$ cat src/rtl/rv_mem_arb_if.sv
// Bus bundle for rv_mem_arb: fetch and data requester handshakes plus the
// single synchronous-read memory port. slave = arbiter view, master = environment view.
interface rv_mem_arb_if #(
  parameter int ADDR_W = 32
);
  logic              if_req;
  logic [ADDR_W-1:0] if_addr;
  logic              if_gnt;
  logic              if_rvalid;
  logic [31:0]       if_rdata;

  logic              d_req;
  logic [ADDR_W-1:0] d_addr;
  logic              d_wr_en;
  logic [31:0]       d_wr_data;
  logic [3:0]        d_byte_en;
  logic              d_gnt;
  logic              d_rvalid;
  logic [31:0]       d_rdata;

  logic [31:0]       mem_addr;
  logic              mem_wr_en;
  logic [31:0]       mem_wr_data;
  logic [3:0]        mem_byte_en;
  logic [31:0]       mem_rd_data;

  modport slave (
    input  if_req, if_addr, d_req, d_addr, d_wr_en, d_wr_data, d_byte_en, mem_rd_data,
    output if_gnt, if_rvalid, if_rdata, d_gnt, d_rvalid, d_rdata,
           mem_addr, mem_wr_en, mem_wr_data, mem_byte_en
  );

  modport master (
    output if_req, if_addr, d_req, d_addr, d_wr_en, d_wr_data, d_byte_en, mem_rd_data,
    input  if_gnt, if_rvalid, if_rdata, d_gnt, d_rvalid, d_rdata,
           mem_addr, mem_wr_en, mem_wr_data, mem_byte_en
  );
endinterface

$ cat src/rtl/rv_mem_arb.sv
// Unified-memory arbiter: data has priority over fetch, one grant per cycle, read data routed back one cycle later.
// Define MEM_ARB_ANTI_STARVE_EN to add the fetch starvation guard (counter + FETCH_PRI state).
//   state     | meaning
//   DATA_PRI  | data request wins contention (reset state)
//   FETCH_PRI | fetch request wins contention, entered after STARVE_LIMIT denied fetch cycles
module rv_mem_arb #(
  parameter int ADDR_W       = 32,
  parameter int STARVE_LIMIT = 4
) (
  input logic         clk,
  input logic         rst,
  rv_mem_arb_if.slave bus
);

  if (STARVE_LIMIT < 1 || STARVE_LIMIT > 15) begin : g_bad_limit
    $error("rv_mem_arb: STARVE_LIMIT must be in 1..15");
  end

  typedef enum logic [1:0] {OWN_NONE, OWN_IF, OWN_D} owner_e;

  owner_e            owner_q, owner_d;
  logic              if_gnt, d_gnt;
  logic [ADDR_W-1:0] sel_addr;

`ifdef MEM_ARB_ANTI_STARVE_EN
  typedef enum logic {DATA_PRI, FETCH_PRI} state_e;

  localparam logic [3:0] LIMIT = 4'(STARVE_LIMIT);

  state_e     state_q, state_d;
  logic [3:0] starve_q, starve_d;

  always_comb begin
    if_gnt = 1'b0;
    d_gnt  = 1'b0;
    if (rst) begin
      if (state_q == FETCH_PRI) begin
        if_gnt = bus.if_req;
        d_gnt  = !bus.if_req && bus.d_req;
      end else begin
        d_gnt  = bus.d_req;
        if_gnt = !bus.d_req && bus.if_req;
      end
    end
    if (if_gnt || !bus.if_req) begin
      starve_d = 4'd0;
    end else if (starve_q >= LIMIT) begin
      starve_d = LIMIT;
    end else begin
      starve_d = starve_q + 4'd1;
    end
    // Look at the next count so fetch wins in the cycle right after the limit is reached.
    state_d = (starve_d == LIMIT) ? FETCH_PRI : DATA_PRI;
  end
`else
  always_comb begin
    d_gnt  = rst && bus.d_req;
    if_gnt = rst && !bus.d_req && bus.if_req;
  end
`endif

  always_comb begin
    owner_d = OWN_NONE;
    if (if_gnt) begin
      owner_d = OWN_IF;
    end else if (d_gnt && !bus.d_wr_en) begin
      owner_d = OWN_D;
    end
  end

  always_ff @(posedge clk or negedge rst) begin
    if (!rst) begin
      owner_q  <= OWN_NONE;
`ifdef MEM_ARB_ANTI_STARVE_EN
      state_q  <= DATA_PRI;
      starve_q <= 4'd0;
`endif
    end else begin
      owner_q  <= owner_d;
`ifdef MEM_ARB_ANTI_STARVE_EN
      state_q  <= state_d;
      starve_q <= starve_d;
`endif
    end
  end

  // Idle cycles present the fetch address as a harmless read.
  assign sel_addr = d_gnt ? bus.d_addr : bus.if_addr;

  assign bus.if_gnt      = if_gnt;
  assign bus.d_gnt       = d_gnt;
  assign bus.mem_addr    = rst ? 32'(sel_addr >> 2) : 32'd0;
  assign bus.mem_wr_en   = d_gnt && bus.d_wr_en;
  assign bus.mem_wr_data = bus.d_wr_data;
  assign bus.mem_byte_en = d_gnt ? bus.d_byte_en : 4'b1111;

  assign bus.if_rvalid = (owner_q == OWN_IF);
  assign bus.d_rvalid  = (owner_q == OWN_D);
  assign bus.if_rdata  = bus.mem_rd_data;
  assign bus.d_rdata   = bus.mem_rd_data;

endmodule

$ cat src/flat_wrapper.sv
// flat-port wrapper written by rule: the top's interface ports become plain ports
module rv_mem_arb_flat 
#(
  parameter int ADDR_W       = 32,
  parameter int STARVE_LIMIT = 4
)
  (clk, rst, bus_if_req, bus_if_addr, bus_d_req, bus_d_addr, bus_d_wr_en, bus_d_wr_data, bus_d_byte_en, bus_mem_rd_data, bus_if_gnt, bus_if_rvalid, bus_if_rdata, bus_d_gnt, bus_d_rvalid, bus_d_rdata, bus_mem_addr, bus_mem_wr_en, bus_mem_wr_data, bus_mem_byte_en);
  rv_mem_arb_if #(.ADDR_W(ADDR_W)) bus_i ();
  input logic clk;
  input logic rst;
  input wire logic [$bits(bus_i.if_req)-1:0] bus_if_req;
  input wire logic [$bits(bus_i.if_addr)-1:0] bus_if_addr;
  input wire logic [$bits(bus_i.d_req)-1:0] bus_d_req;
  input wire logic [$bits(bus_i.d_addr)-1:0] bus_d_addr;
  input wire logic [$bits(bus_i.d_wr_en)-1:0] bus_d_wr_en;
  input wire logic [$bits(bus_i.d_wr_data)-1:0] bus_d_wr_data;
  input wire logic [$bits(bus_i.d_byte_en)-1:0] bus_d_byte_en;
  input wire logic [$bits(bus_i.mem_rd_data)-1:0] bus_mem_rd_data;
  output wire logic [$bits(bus_i.if_gnt)-1:0] bus_if_gnt;
  output wire logic [$bits(bus_i.if_rvalid)-1:0] bus_if_rvalid;
  output wire logic [$bits(bus_i.if_rdata)-1:0] bus_if_rdata;
  output wire logic [$bits(bus_i.d_gnt)-1:0] bus_d_gnt;
  output wire logic [$bits(bus_i.d_rvalid)-1:0] bus_d_rvalid;
  output wire logic [$bits(bus_i.d_rdata)-1:0] bus_d_rdata;
  output wire logic [$bits(bus_i.mem_addr)-1:0] bus_mem_addr;
  output wire logic [$bits(bus_i.mem_wr_en)-1:0] bus_mem_wr_en;
  output wire logic [$bits(bus_i.mem_wr_data)-1:0] bus_mem_wr_data;
  output wire logic [$bits(bus_i.mem_byte_en)-1:0] bus_mem_byte_en;
  assign bus_i.if_req = bus_if_req;
  assign bus_i.if_addr = bus_if_addr;
  assign bus_i.d_req = bus_d_req;
  assign bus_i.d_addr = bus_d_addr;
  assign bus_i.d_wr_en = bus_d_wr_en;
  assign bus_i.d_wr_data = bus_d_wr_data;
  assign bus_i.d_byte_en = bus_d_byte_en;
  assign bus_i.mem_rd_data = bus_mem_rd_data;
  assign bus_if_gnt = bus_i.if_gnt;
  assign bus_if_rvalid = bus_i.if_rvalid;
  assign bus_if_rdata = bus_i.if_rdata;
  assign bus_d_gnt = bus_i.d_gnt;
  assign bus_d_rvalid = bus_i.d_rvalid;
  assign bus_d_rdata = bus_i.d_rdata;
  assign bus_mem_addr = bus_i.mem_addr;
  assign bus_mem_wr_en = bus_i.mem_wr_en;
  assign bus_mem_wr_data = bus_i.mem_wr_data;
  assign bus_mem_byte_en = bus_i.mem_byte_en;
  rv_mem_arb #(.ADDR_W(ADDR_W), .STARVE_LIMIT(STARVE_LIMIT)) u_core (.clk(clk), .rst(rst), .bus(bus_i));
endmodule
$ cat config.mk
export PLATFORM = sky130hd
export DESIGN_NAME = rv_mem_arb_flat
export DESIGN_NICKNAME = d
export VERILOG_FILES = /design/src/rtl/rv_mem_arb_if.sv /design/src/rtl/rv_mem_arb.sv /design/src/flat_wrapper.sv
export SDC_FILE = /design/constraint.sdc
export NUM_CORES = 1
export LEC_CHECK = 0
export BUFFER_PORTS_ARGS = -buffer_cell sky130_fd_sc_hd__buf_2
export CAP_MARGIN = 20
export CELL_PAD_IN_SITES_DETAIL_PLACEMENT = 1
export CELL_PAD_IN_SITES_GLOBAL_PLACEMENT = 2
export CORE_AREA = 2 2 158 98
export DETAILED_ROUTE_END_ITERATION = 10
export DIE_AREA = 0 0 160 100
export HOLD_SLACK_MARGIN = 0.05
export PLACE_DENSITY_LB_ADDON = 0.1
export SYNTH_ARGS = -nofsm -noshare
export SYNTH_HDL_FRONTEND = slang
export SYNTH_SLANG_ARGS = --single-unit
export TNS_END_PERCENT = 10
$ cat constraint.sdc
create_clock -name clk -period 0.85 [get_ports clk]
set_input_delay 0.1275 -clock clk [delete_from_list [all_inputs] [get_ports clk]]
set_output_delay 0.1275 -clock clk [all_outputs]
set_load 0.01 [all_outputs]
# After elaboration in Yosys (flattened, before gate mapping)
# Index checks and enable logic that the tools add are counted.
[word_totals]
regBits = 2
inputBits = 137
output_inout_bits = 137
[op_classes]
eq_ne = 2
muxes = 5
n_reduce_logical = 7
[ops]
columns = ["operator", "count"]
rows = [
  ["$mux 32", 1],
  ["$mux 30", 1],
  ["$logic_and 1x1->1", 5],
  ["$mux 2", 2],
  ["$mux 4", 1],
  ["$eq 2x1->1 const B", 1],
  ["$eq 2x2->1 const B", 1],
  ["$logic_not 1->1", 2],
]

# Depth between registers and ports, before layout
[logic_depth]
depth_word = 4
depth_mapped = 4

# Worst setup path before layout
# Ideal clock, no wire load.
[synth_timing]
path_type = "in2out"
start = "input bus_d_req"
end = "output bus_mem_addr[10]"
arrival_time_ps = 694
required_time_ps = 722
setup_slack_ps = 29
path_stages = 4
n_path_buf = 2
cell_sequence = "buf_6 buf_8 mux2i_1 nor2b_1"
[synth_via]
elab_chain_cells = 3
[synth_lines]
columns = ["element", "line", "rtl"]
rows = [
  ["from (decl)", "flat_wrapper.sv:13", "input wire logic [$bits(bus_i.d_req)-1:0] bus_d_req;"],
  ["$logic_and 1x1->1", "rv_mem_arb.sv:57", "d_gnt = rst && bus.d_req;"],
  ["$mux 32", "rv_mem_arb.sv:88", "assign sel_addr = d_gnt ? bus.d_addr : bus.if_addr;"],
  ["$mux 30", "rv_mem_arb.sv:92", "assign bus.mem_addr = rst ? 32'(sel_addr >> 2) : 32'd0;"],
  ["to (decl)", "flat_wrapper.sv:25", "output wire logic [$bits(bus_i.mem_addr)-1:0] bus_mem_addr;"],
]
# Every way passes these cells.

# Worst setup path after layout
[layout_timing]
start = "register u_core.owner_q[1]"
end = "output bus_d_rvalid"
[layout_via]
elab_chain_cells = 1
[layout_lines]
columns = ["element", "line", "rtl"]
rows = [
  ["from (decl)", "rv_mem_arb.sv:21", "owner_e owner_q, owner_d;"],
  ["from (signal assigned)", "rv_mem_arb.sv:79", "owner_q <= owner_d;"],
  ["$eq 2x2->1", "rv_mem_arb.sv:98", "assign bus.d_rvalid = (owner_q == OWN_D);"],
  ["to (decl)", "flat_wrapper.sv:23", "output wire logic [$bits(bus_i.d_rvalid)-1:0] bus_d_rvalid;"],
]
# Every way passes these cells.

==> impl_metrics.json <==
{
  "holdWs_ns": 0.107,
  "cts_buffers": 3,
  "synth.area.top_cells": "buf_4, mux2i_1, nor2b_1",
  "required_ns": 0.72,
  "syn-cell-area_mm2": 0.00142,
  "status": "finished, violations left",
  "synth-adder-area-share_pct": 0,
  "cts_tree": "built",
  "drc": 0,
  "cp_top_family": "flip-flops",
  "grt-ovfl-total": 0,
  "fin_crit_sh_pct": 113,
  "async_reset_ff_share_pct": 100,
  "yosys.area.top_type_share_pct": 51.7,
  "synth_top_family_by_area": "buffers and inverters",
  "cts_sinks": 2,
  "place.gp.congestion": 0.650,
  "cap_violations": 0,
  "startpoint": "u_core.owner_q[1]$_DFF_PN0_",
  "vias": 1070,
  "whs_path_depth": 2,
  "setup_viol": 38,
  "final-max-slew-violation-count": 0,
  "clk_pin_slew_ns": 0.03,
  "initial_core_util_pct": 9.62,
  "routed_wl_mm": 4.53,
  "wl_per_cell_um": 11.4,
  "grt_pass1_vias": 1094,
  "largest-register": "u_core.owner_q",
  "hold_violations": 0,
  "min_path_type": "in2reg",
  "nets": 333,
  "synth_simple_gate_area_share_pct": 18.1,
  "antenna_found_initial": 0,
  "cp_max_fo": 2,
  "violations": "negative setup slack",
  "cp-start-kind": "flip-flop",
  "synth_seq_cells": 2,
  "yosysMostFrequentCell": "buf_4",
  "dr.first_iter.drc_count": 14,
  "synth_xor_xnor_area_share_pct": 0,
  "synth_cells": 179,
  "synthDistinctLibCells": 15,
  "rsz0062_at_grt": "yes",
  "drtAntennaViolNets": 0,
  "crit_slowest_cell": "dfrtp_1",
  "grt_start_max_net_pins": 20,
  "final.min_clock_period_ns": 0.963,
  "yosys_warnings": 0,
  "critPathMaxStageDelay_ns": 0.36,
  "htreeDepth": 1,
  "leakagePower_uw": 0.000890,
  "drive_above_1_share_pct": 62.9,
  "row_count": 35,
  "synth_edf_count": 0,
  "synth_area_per_cell_um2": 7.95,
  "synth_common_cells": "buf_4, nor2b_1, mux2i_1, or2_1, clkbuf_1",
  "dr.pass1.iters": 3,
  "synth_compound_area_share_pct": 0,
  "dp.final_hpwl_mm": 3.34,
  "num_antenna_cells": 0,
  "die_y_um": 100,
  "pin_count": 274,
  "yosys.area.top_type": "buf_4",
  "dieArea_mm2": 0.0160,
  "area_delta_synth_final_pct": 19.3,
  "grt_pass1_wl_mm": 6.49,
  "crit_buf_inv": 1,
  "port_buffers": 107,
  "synth-main-ff-cell": "dfrtp_1",
  "cp_cell_sequence": "nor2b_1 > buf_2",
  "powerDensity_mw_per_mm2": 876,
  "pre_cts_ws_ns": -0.190,
  "endpoint_kind": "primary output",
  "vias_per_cell": 2.70,
  "cts-root-buf": "clkbuf_16",
  "timing.fmax_mhz": 1040,
  "fp.coreArea_mm2": 0.0148,
  "worstHoldStart": "bus_d_wr_en",
  "die_x_um": 160,
  "clock_path_buffers": 2,
  "setup_slack_ns": -0.113,
  "ir_worst_vdd_mv": 0.325,
  "hold_end": "u_core.owner_q[1]$_DFF_PN0_",
  "muxShareOfSynthArea_pct": 21.1,
  "largest_reg_flops": 2,
  "cp.arrival_ns": 0.84,
  "gr-usage-all-layers_pct": 5.21,
  "critPathKind": "reg2out",
  "largestRegisters": "u_core.owner_q (2)",
  "synth-seq-area-share_pct": 3.51
}
## per-layer routing
layer / GRT usage, % / part of all wire [%]
met1: 6.94 / 46
met2: 8.06 / 44
met3: 1.82 / 9.4
met4: 1.32 / 0.55
met5: 0 / 0
## layout make-up
type,count,area [um2]
tap,203,254
multi-input combinational,72,573
fill,1810,13100
inverter,1,3.75
timing repair buffer,116,743
clock buffer,3,75.1
sequential,2,50.0
## power by group
group / total, uW / internal (uW) / switching [uW]
Combinational: 690 / 391 / 298
Sequential: 101 / 99.6 / 1.48
Clock: 697 / 598 / 98.9
## worst max path at each step
stage                               to  depth (start not counted)
finish                    bus_d_rvalid                          2
global route             bus_if_rvalid                          2
CTS                      bus_if_rvalid                          2
detailed placement  bus_mem_byte_en[3]                          5
global placement    bus_mem_byte_en[0]                          5
floorplan             bus_mem_addr[10]                          4
## per-stage QoR
| step | setup TNS (ns) | utilization (%) | cell area (um2) | power [uW] | instances |
|---|---|---|---|---|---|
| floorplan | 0 | - | 1430 | 878 | 180 |
| global placement | -6.19 | 10.0 | 1480 | 733 | 390 |
| detailed placement | -6.09 | 10.0 | 1480 | 725 | 390 |
| CTS | -2.75 | 11.3 | 1670 | 1510 | 396 |
| global route | -4.30 | 11.5 | 1700 | 1600 | 397 |
| finish | -2.07 | 11.5 | 1700 | 1490 | 397 |
## what timing repair did
item | in CTS | in global routing
setup buffers | 0 | 0
cloned | 2 | 1
setup endpoints to repair | 39 | 39
gates resized for setup | 14 | 1
pin swaps | 1 | 1
endpoints found under the hold margin | 2 | 0
hold buffers | 1 | 0
## layout by cell type (no fill, tap or decap)
master	synthesis	layout
buf_6	1	2
buf_16	0	2
or2_1	4	4
buf_4	98	2
dfrtp_1	2	2
mux2i_1	30	29
inv_1	1	1
and3_4	0	1
nor2_1	1	1
and3b_2	1	1
mux2i_2	0	1
buf_12	1	5
buf_2	0	103
conb_1	1	2
nand2_4	1	1
nor2b_1	32	32
clkbuf_16	0	4
dlygate4sd3_1	0	1
## kinds of logic (layout without fill, tap and decap cells)
family,after synthesis,count (layout)
buffers and inverters,106,120
flip-flops,2,2
multiplexers,30,30
other,1,2
AND/OR/NAND/NOR,40,40
No activity file was read; power rests on OpenSTA's default activity.
